## src/rtl/msg_stream_pkg.sv

```systemverilog
// Shared types and message ROM for the message stream arbiter.
// Entry 0 carries the default "Hello, World!" banner; entry 3 is deliberately empty.
package msg_stream_pkg;

    typedef enum logic [2:0] {
        IDLE,
        STROBE,
        WAIT_ACK,
        DONE,
        ABORT
    } state_t;

    localparam int ROM_SRC = 8;
    localparam int ROM_LEN = 16;

    localparam logic [7:0] MSG_ROM [ROM_SRC][ROM_LEN] = '{
        '{8'h48, 8'h65, 8'h6c, 8'h6c, 8'h6f, 8'h2c, 8'h20, 8'h57,
          8'h6f, 8'h72, 8'h6c, 8'h64, 8'h21, 8'h00, 8'h00, 8'h00},
        '{0: 8'h41, 1: 8'h42, 2: 8'h43, default: 8'h00},
        '{0: 8'h54, 1: 8'h78, 2: 8'h2d, 3: 8'h32, default: 8'h00},
        '{default: 8'h00},
        '{0: 8'h53, 1: 8'h34, default: 8'h00},
        '{0: 8'h53, 1: 8'h35, default: 8'h00},
        '{0: 8'h53, 1: 8'h36, default: 8'h00},
        '{0: 8'h53, 1: 8'h37, default: 8'h00}
    };

    localparam int MSG_LEN [ROM_SRC] = '{13, 3, 4, 0, 2, 2, 2, 2};

    function automatic logic [7:0] rom_byte(input int src, input int idx);
        if (src >= 0 && src < ROM_SRC && idx >= 0 && idx < ROM_LEN) begin
            return MSG_ROM[src][idx];
        end
        return 8'h00;
    endfunction

    function automatic int msg_len(input int src);
        if (src >= 0 && src < ROM_SRC) begin
            return MSG_LEN[src];
        end
        return 0;
    endfunction

endpackage

```

## src/rtl/rr_arbiter.sv

```systemverilog
// Round-robin pick: first pending requester at or after the pointer, wrapping.
// Purely combinational; the pointer register is owned by the caller.
module rr_arbiter #(
    parameter int NUM_SRC = 4,
    parameter int PTR_W   = (NUM_SRC > 1) ? $clog2(NUM_SRC) : 1
) (
    input  logic [NUM_SRC-1:0] pending_i,
    input  logic [PTR_W-1:0]   rr_ptr_i,
    output logic [NUM_SRC-1:0] grant_o,
    output logic               valid_o
);
    import msg_stream_pkg::*;

    logic [PTR_W-1:0] k;

    always_comb begin
        grant_o = '0;
        valid_o = 1'b0;
        k       = '0;
        for (int i = 0; i < NUM_SRC; i++) begin
            k = PTR_W'((int'(rr_ptr_i) + i) % NUM_SRC);
            if (!valid_o && pending_i[k]) begin
                grant_o[k] = 1'b1;
                valid_o    = 1'b1;
            end
        end
    end

endmodule

```

## src/rtl/msg_stream_arbiter.sv

```systemverilog
// Shares one Wishbone byte stream between NUM_SRC requesters; streams each
// granted source's ROM message one classic cycle per byte under a single CYC.
module msg_stream_arbiter #(
    parameter int NUM_SRC     = 4,
    parameter int MAX_LEN     = 16,
    parameter int ACK_TIMEOUT = 64
) (
    input  logic               clk_i,
    input  logic               rst_ni,
    input  logic [NUM_SRC-1:0] req_i,
    output logic [NUM_SRC-1:0] done_o,
    output logic [NUM_SRC-1:0] err_o,
    output logic               busy_o,
    output logic               cyc_o,
    output logic               stb_o,
    output logic [7:0]         dat_o,
    input  logic               stall_i,
    input  logic               ack_i
);
    import msg_stream_pkg::*;

    // state    | meaning
    // IDLE     | arbitrate pending requesters, load byte 0
    // STROBE   | stb_o high, waiting for !stall_i
    // WAIT_ACK | byte accepted, timer running until ack
    // DONE     | one-cycle done_o pulse, bus released
    // ABORT    | one-cycle err_o pulse, rest of message dropped

    localparam int IDX_W = $clog2(MAX_LEN + 1);
    localparam int TMR_W = $clog2(ACK_TIMEOUT);
    localparam int PTR_W = (NUM_SRC > 1) ? $clog2(NUM_SRC) : 1;

    localparam logic [TMR_W-1:0] TMR_LAST = TMR_W'(ACK_TIMEOUT - 1);
    localparam logic [PTR_W-1:0] PTR_LAST = PTR_W'(NUM_SRC - 1);

    state_t               state_q,   state_d;
    logic [NUM_SRC-1:0]   pending_q, pending_d;
    logic [PTR_W-1:0]     rr_ptr_q,  rr_ptr_d;
    logic [PTR_W-1:0]     src_q,     src_d;
    logic [NUM_SRC-1:0]   gnt_q,     gnt_d;
    logic [IDX_W-1:0]     idx_q,     idx_d;
    logic [IDX_W-1:0]     len_q,     len_d;
    logic [TMR_W-1:0]     timer_q,   timer_d;
    logic [7:0]           dat_q,     dat_d;

    logic [NUM_SRC-1:0]   arb_grant;
    logic                 arb_valid;
    logic [PTR_W-1:0]     win_idx;
    logic [IDX_W-1:0]     win_len;

    function automatic logic [IDX_W-1:0] src_len(input logic [PTR_W-1:0] src);
        int len;
        len = msg_len(int'(src));
        if (len > MAX_LEN) len = MAX_LEN;
        return IDX_W'(len);
    endfunction

    rr_arbiter #(
        .NUM_SRC (NUM_SRC),
        .PTR_W   (PTR_W)
    ) u_rr_arbiter (
        .pending_i (pending_q),
        .rr_ptr_i  (rr_ptr_q),
        .grant_o   (arb_grant),
        .valid_o   (arb_valid)
    );

    always_comb begin
        win_idx = '0;
        for (int i = 0; i < NUM_SRC; i++) begin
            if (arb_grant[i]) win_idx = PTR_W'(i);
        end
    end

    assign win_len = src_len(win_idx);

    always_comb begin
        state_d   = state_q;
        pending_d = pending_q | req_i;
        rr_ptr_d  = rr_ptr_q;
        src_d     = src_q;
        gnt_d     = gnt_q;
        idx_d     = idx_q;
        len_d     = len_q;
        timer_d   = timer_q;
        dat_d     = dat_q;

        case (state_q)
            IDLE: begin
                if (arb_valid) begin
                    // A request from the winner in its own grant cycle is absorbed by the grant.
                    pending_d = (pending_q | req_i) & ~arb_grant;
                    gnt_d     = arb_grant;
                    src_d     = win_idx;
                    rr_ptr_d  = (win_idx == PTR_LAST) ? '0 : win_idx + PTR_W'(1);
                    idx_d     = '0;
                    timer_d   = '0;
                    len_d     = win_len;
                    if (win_len == '0) begin
                        state_d = DONE;
                    end else begin
                        dat_d   = rom_byte(int'(win_idx), 0);
                        state_d = STROBE;
                    end
                end
            end
            STROBE: begin
                if (!stall_i) begin
                    timer_d = '0;
                    state_d = WAIT_ACK;
                end
            end
            WAIT_ACK: begin
                if (ack_i) begin
                    if (idx_q == len_q - IDX_W'(1)) begin
                        state_d = DONE;
                    end else begin
                        idx_d   = idx_q + IDX_W'(1);
                        dat_d   = rom_byte(int'(src_q), int'(idx_q) + 1);
                        state_d = STROBE;
                    end
                end else if (timer_q == TMR_LAST) begin
                    state_d = ABORT;
                end else begin
                    timer_d = timer_q + TMR_W'(1);
                end
            end
            DONE:    state_d = IDLE;
            ABORT:   state_d = IDLE;
            default: state_d = IDLE;
        endcase
    end

    always_ff @(posedge clk_i or negedge rst_ni) begin
        if (!rst_ni) begin
            state_q   <= IDLE;
            pending_q <= '0;
            rr_ptr_q  <= '0;
            src_q     <= '0;
            gnt_q     <= '0;
            idx_q     <= '0;
            len_q     <= '0;
            timer_q   <= '0;
            dat_q     <= '0;
        end else begin
            state_q   <= state_d;
            pending_q <= pending_d;
            rr_ptr_q  <= rr_ptr_d;
            src_q     <= src_d;
            gnt_q     <= gnt_d;
            idx_q     <= idx_d;
            len_q     <= len_d;
            timer_q   <= timer_d;
            dat_q     <= dat_d;
        end
    end

    assign cyc_o  = (state_q == STROBE) || (state_q == WAIT_ACK);
    assign stb_o  = (state_q == STROBE);
    assign busy_o = (state_q != IDLE);
    assign done_o = (state_q == DONE)  ? gnt_q : '0;
    assign err_o  = (state_q == ABORT) ? gnt_q : '0;
    assign dat_o  = dat_q;

endmodule

```

## config.mk

```make
export PLATFORM = sky130hd
export DESIGN_NAME = msg_stream_arbiter
export DESIGN_NICKNAME = d
export VERILOG_FILES = /design/src/rtl/msg_stream_pkg.sv /design/src/rtl/rr_arbiter.sv /design/src/rtl/msg_stream_arbiter.sv
export SDC_FILE = /design/constraint.sdc
export NUM_CORES = 1
export LEC_CHECK = 0
export ABC_AREA = 1
export CAP_MARGIN = 20
export CORE_ASPECT_RATIO = 0.75
export CORE_MARGIN = 2
export CORE_UTILIZATION = 50
export CTS_CLUSTER_DIAMETER = 200
export DETAILED_ROUTE_END_ITERATION = 7
export GPL_TIMING_DRIVEN = 0
export PLACE_DENSITY = 0.71
export SLEW_MARGIN = 0
export SYNTH_ARGS = -nofsm -noshare
export SYNTH_HDL_FRONTEND = slang
export SYNTH_SLANG_ARGS = --single-unit
```

## constraint.sdc

```tcl
create_clock -name clk_i -period 6.7 [get_ports clk_i]
set_input_delay 1.005 -clock clk_i [delete_from_list [all_inputs] [get_ports clk_i]]
set_output_delay 1.005 -clock clk_i [all_outputs]
set_load 0.05 [all_outputs]
```

# Word-level counts from Yosys, hierarchy flattened
# Memories as Yosys holds them, arrays and structs flattened.
# Cells that the tools add are included.
[totals] word_cells=153 n_memories=3 output_inout_bits=19 inputBits=8 reg_bits=39 romBits=2304
[mem_list] memory="(name not given)" depth=8 width=128 read_ports=1 rd_clocked_by_memory_dff=0 write_ports=0 line="msg_stream_pkg.sv:32" rtl="return MSG_ROM[src][idx];"
[mem_list] memory="(name not given)" depth=8 width=128 read_ports=1 rd_clocked_by_memory_dff=0 write_ports=0 line="msg_stream_pkg.sv:32"
[mem_list] memory="(name not given)" depth=8 width=32 read_ports=1 rd_clocked_by_memory_dff=0 write_ports=0 line="msg_stream_pkg.sv:39" rtl="return MSG_LEN[src];"
[op_classes] eq_ne=15 mux=73 n_reduce_logical=22 add_sub_neg=8 n_bitwise=9 magnitude_cmp=14
[ops] op="2-to-1 mux 128 bit" n=4
[ops] op="2-to-1 mux 8 bit" n=9
[ops] op=">= comparator 32 x 4 -> 1 bit, second input constant" n=2
[ops] op="2-to-1 mux 32 bit" n=2
[ops] op="inverter 2 -> 32 bit" n=2
[ops] op="binary-select mux 8 bit (select 4 bit)" n=1
[ops] op=">= comparator 32 x 5 -> 1 bit, second input constant" n=1
[ops] op="> comparator 32 x 6 -> 1 bit, second input constant" n=1
[ops] op="2-to-1 mux 4 bit" n=8
[ops] op="inverter 6 -> 32 bit" n=1
[ops] op="2-to-1 mux 6 bit" n=4
[ops] op="2-to-1 mux 1 bit" n=20
[ops] op="2-to-1 mux 5 bit" n=4
[ops] op="one-hot mux 6 bit (3 select lines)" n=1
[ops] op="OR 4 bit" n=4
[ops] op="one-hot mux 8 bit (2 select lines)" n=1
[ops] op="inequality test 2 bit, second input constant" n=7
[ops] op="less-than comparator 2 x 3 -> 1 bit, second input constant" n=4
[ops] op="2-to-1 mux 3 bit" n=4
[ops] op="2-to-1 mux 2 bit" n=5
[ops] op="one-hot mux 5 bit (2 select lines)" n=1
[ops] op="AND reduction 5 bit" n=2
[ops] op="one-hot mux 3 bit (3 select lines)" n=1
[ops] op="binary-select mux 1 bit (select 2 bit)" n=4
[ops] op="other kinds (29)" n=48

# Depth between registers and ports, before layout
[logic_depth] ltp_word=29 mapped_depth=18 ltp_nobuf=18

# By module
# A second synthesis with hierarchy kept.
[hier_totals] hier_cells=442 hier_area_um2=2840.2
[by_module_without_submodules] module="msg_stream_arbiter" n_inst=1 area_each_um2=2421.1 seq_area_each_um2=900.9 cells_per_inst=366
[by_module_without_submodules] module="rr_arbiter" n_inst=1 area_each_um2=419.2 seq_area_each_um2=0.0 cells_per_inst=76

# Least setup slack after synthesis
# No wires, ideal clock.
[synth_path] path_type="reg2out" startpoint="reg state_q[2]" endpoint="out cyc_o" arrival_time_ns=2.143 stages_incl_launch_ff=4 path_buffers=0 t_required_ns=5.695 path_slack_ns=3.552 cell_sequence="dfrtp_1 -> nor3_1 -> inv_1 -> nand2_1"
[synth_between] elab_chain_len=2 word_cells_on_any_way=3 cone_classes="eq/ne (2); reduce/logical (1)"
[synth_lines] element="from (decl)" line="msg_stream_arbiter.sv:36" rtl="state_t state_q, state_d;"
[synth_lines] element="from (signal assigned)" line="msg_stream_arbiter.sv:146" rtl="state_q <= state_d;"
[synth_lines] element="== test 3 x 1 -> 1 bit"
[synth_lines] element="via stb_o" line="msg_stream_arbiter.sv:15" rtl="output logic stb_o,"
[synth_lines] element="logical OR 1 bit" line="msg_stream_arbiter.sv:158" rtl="assign cyc_o = (state_q == STROBE) || (state_q == WAIT_ACK);"
[synth_lines] element="to (decl)" line="msg_stream_arbiter.sv:14" rtl="output logic cyc_o,"
# The timed path passes the listed nets, and every way through them passes these cells.

# Worst setup path in the final report
[layout_path] startpoint="reg state_q[2]" endpoint="out cyc_o"
[layout_between] elab_chain_len=2 word_cells_on_any_way=3 cone_classes="eq/ne (2); reduce/logical (1)"
[layout_lines] element="== test 3 x 1 -> 1 bit / == test 3 x 2 -> 1 bit (equally long branches)" line="msg_stream_arbiter.sv:158"
[layout_lines] element="logical OR 1 bit (*)" line="msg_stream_arbiter.sv:158"
# Mark *: on every way between the ends. The rest lies on a longest branch, timed or not.

==> results.json <==
{
  "grt_overflow": 0,
  "grt_max_degree": 37,
  "die-area_um2": 6080,
  "place_inst": 495,
  "drc": 0,
  "power_leakage_uw": 0.00162,
  "reg2reg_setup_slack_ns": 3.83,
  "yosys_warnings": 0,
  "fp-row-count": 23,
  "final_cell_mix": "116 x nand2_1, 55 x nand3_1, 45 x inv_1, 36 x dfrtp_1, 30 x nor2_1",
  "postRouteWirelength_mm": 6.39,
  "gp_congestion": 0.871,
  "synthesis.nets": 419,
  "skew_ns": 0.00993,
  "grt_first_pass_wirelength_mm": 10.8,
  "post_drt_via_cell_ratio": 5.16,
  "io_pins": 27,
  "postCtsSetupBuffers": 0,
  "finalPower_uw": 1710,
  "hp-start": "dat_o[1]",
  "tns_ns": 0,
  "cp.arrival_ns": 2.14,
  "clockRootBuffer": "clkbuf_8",
  "async_flop_share": 1.00,
  "drt_iter0_markers": 155,
  "fin_cells": 503,
  "synth_edf_count": 0,
  "nFillCells": 504,
  "synth_area_leaders": "dfrtp_1 33%, nand2_1 16%, nand3_1 10%",
  "max_cap_viol_count": 0,
  "design_area_um2": 3160,
  "max_slew.worst_pin.slew_ns": 0.794,
  "place_hpwl_mm": 4.89,
  "hold_viol": 0,
  "syn_area_um2": 2740,
  "synth_top_cell_by_area": "dfrtp_1",
  "synth_top_area_share": 0.329,
  "die_w_um": 89.4,
  "max_freq_ghz": 0.318,
  "cts_tree": "done",
  "r2r_start": "rr_ptr_q[1]",
  "layout_commonest_cell": "nand2_1",
  "slew_headroom": 0.470,
  "diodes": 0,
  "whs_ns": 0.470,
  "worst-path-max-fanout": 9,
  "clock-sinks": 36,
  "clk_pin_slew_worst_paths_ns": 0.07,
  "vias": 2593,
  "r2r_cells": 18,
  "cp_data_required_time_ns": 5.69,
  "drive_above_1_share": 0.0864,
  "area_growth_pct": 15.5,
  "drtAntennaViolNets": 0,
  "start_util": 0.514,
  "h-tree-depth": 2,
  "wire_per_inst_um": 12.7,
  "ir_drop_mv": 0.160,
  "holdPathStages": 2,
  "grt_util_all_layers": 0.232,
  "clockBufferDepth": 2,
  "port_buffers": 25,
  "worstHoldEndpoint": "dat_o[1]",
  "hold_buffers": 0,
  "ys_types": 32,
  "min_period_ns": 3.15,
  "die_height_um": 68.1,
  "fin_nets": 451,
  "post-route-period-util": 0.470,
  "syn_area_per_cell_um2": 6.92,
  "hold_class": "flip-flop to flip-flop",
  "cts.repair.resized": 0,
  "p_per_area_nw_per_um2": 540,
  "worstSetupEndpointType": "output pin",
  "synth_seq_cells": 36,
  "insertion_delay_ns": 0.29,
  "slew_viol_final": 0,
  "dr.pass1.iters": 5,
  "setup_viol": 0,
  "critPathLaunchType": "flip-flop",
  "reg2reg_to": "dat_o[3]",
  "rsz0062_at_grt": "false",
  "grt_pass1_vias": 2341,
  "cts_buffers": 5,
  "criticalPathCategory": "flip-flop to output pin",
  "outcome": "finished clean",
  "ys.flop_type": "dfrtp_1",
  "yosysSeqAreaShare": 0.329,
  "syn-instance-count": 395,
  "place_area_um2": 3070,
  "grt_antenna_before_repair": 0,
  "coreArea_um2": 5320
}
[flip-flops by register name, indices dropped and copies added, names as in the netlist]
name / flops
gnt_q: 4
idx_q: 5
pending_q: 4
state_q: 3
src_q: 2
rr_ptr_q: 1
len_q: 4
dat_o: 7
timer_q: 6
[cells by family after synthesis]
logic type,synth area share
AO/OA/AOI/OAI,0.101
XOR/XNOR,0.0256
flip-flops,0.329
multiplexers,0.00366
AND/OR/NAND/NOR,0.369
adder cells (fa/ha/maj),0.0732
other,0.00137
buffers and inverters,0.0970
[through the flow]
step	utilization	setup WS, ns
after global placement	0.578	3.79
after CTS	0.593	3.56
after global routing	0.593	3.40
after floorplan	-	3.55
after detailed placement	0.577	3.89
final	0.593	3.55
[worst max-delay path by stage]
stage / start / slack, ns / endpoint
final: state_q[2] / 3.55 / cyc_o
after global routing: state_q[2] / 3.40 / cyc_o
after CTS: state_q[2] / 3.56 / cyc_o
after detailed placement: state_q[2] / 3.89 / cyc_o
after global placement: rst_ni / 3.79 / dat_o[1]
after floorplan: state_q[2] / 3.55 / cyc_o
[power by group]
group | internal (µW) | switching (µW) | leakage (µW)
sequential | 290 | 60.6 | 0.000460
clock | 74.3 | 79.3 | 0.0000424
combinational | 394 | 809 | 0.00112
total | 759 | 949 | 0.00162
[cell type report]
type | count | area, µm² | share of cell area
plain buffers | 9 | 63.8 | 0.0202
clock buffers | 7 | 76.3 | 0.0242
clock inverters | 1 | 8.76 | 0.00277
inverters | 53 | 201 | 0.0638
multi-input cells | 297 | 1570 | 0.497
flip-flops and latches | 36 | 901 | 0.285
well taps | 75 | 93.8 | 0.0297
repair buffers | 25 | 245 | 0.0776
[synthesized netlist by cell type, types with 2 or more instances]
master / n
a21oi_1: 8
o211ai_1: 2
nor2_1: 30
nand2_1: 116
nand4_1: 4
nor2_4: 2
nand3_4: 2
inv_1: 45
o21ai_0: 26
o22ai_1: 4
o21a_1: 4
nor3_1: 2
nand3_1: 55
o31ai_1: 2
nand2_4: 3
nand2_2: 7
buf_2: 3
inv_2: 7
ha_1: 16
buf_6: 3
xor2_1: 5
xnor2_1: 3
dfrtp_1: 36
clkbuf_1: 2
[routing by layer]
layer / routed length, µm / up-vias / global-route usage
met1: 3250 / 1180 / 0.345
met4: 95 / 0 / 0.0634
met5: 0 / - / 0
li1: - / 1330 / -
met2: 2690 / 72 / 0.346
met3: 367 / 11 / 0.0434
[worst max-delay path, cell delays in order (launching register included)]
cell	delay [ns]
dfrtp_1	0.41
inv_2	0.06
nand2_1	0.09
nor2_4	0.23
inv_2	0.14
nand2_1	0.12
clkdlybuf4s50_1	0.80
Note: power is estimated with default switching activity, not from simulation.
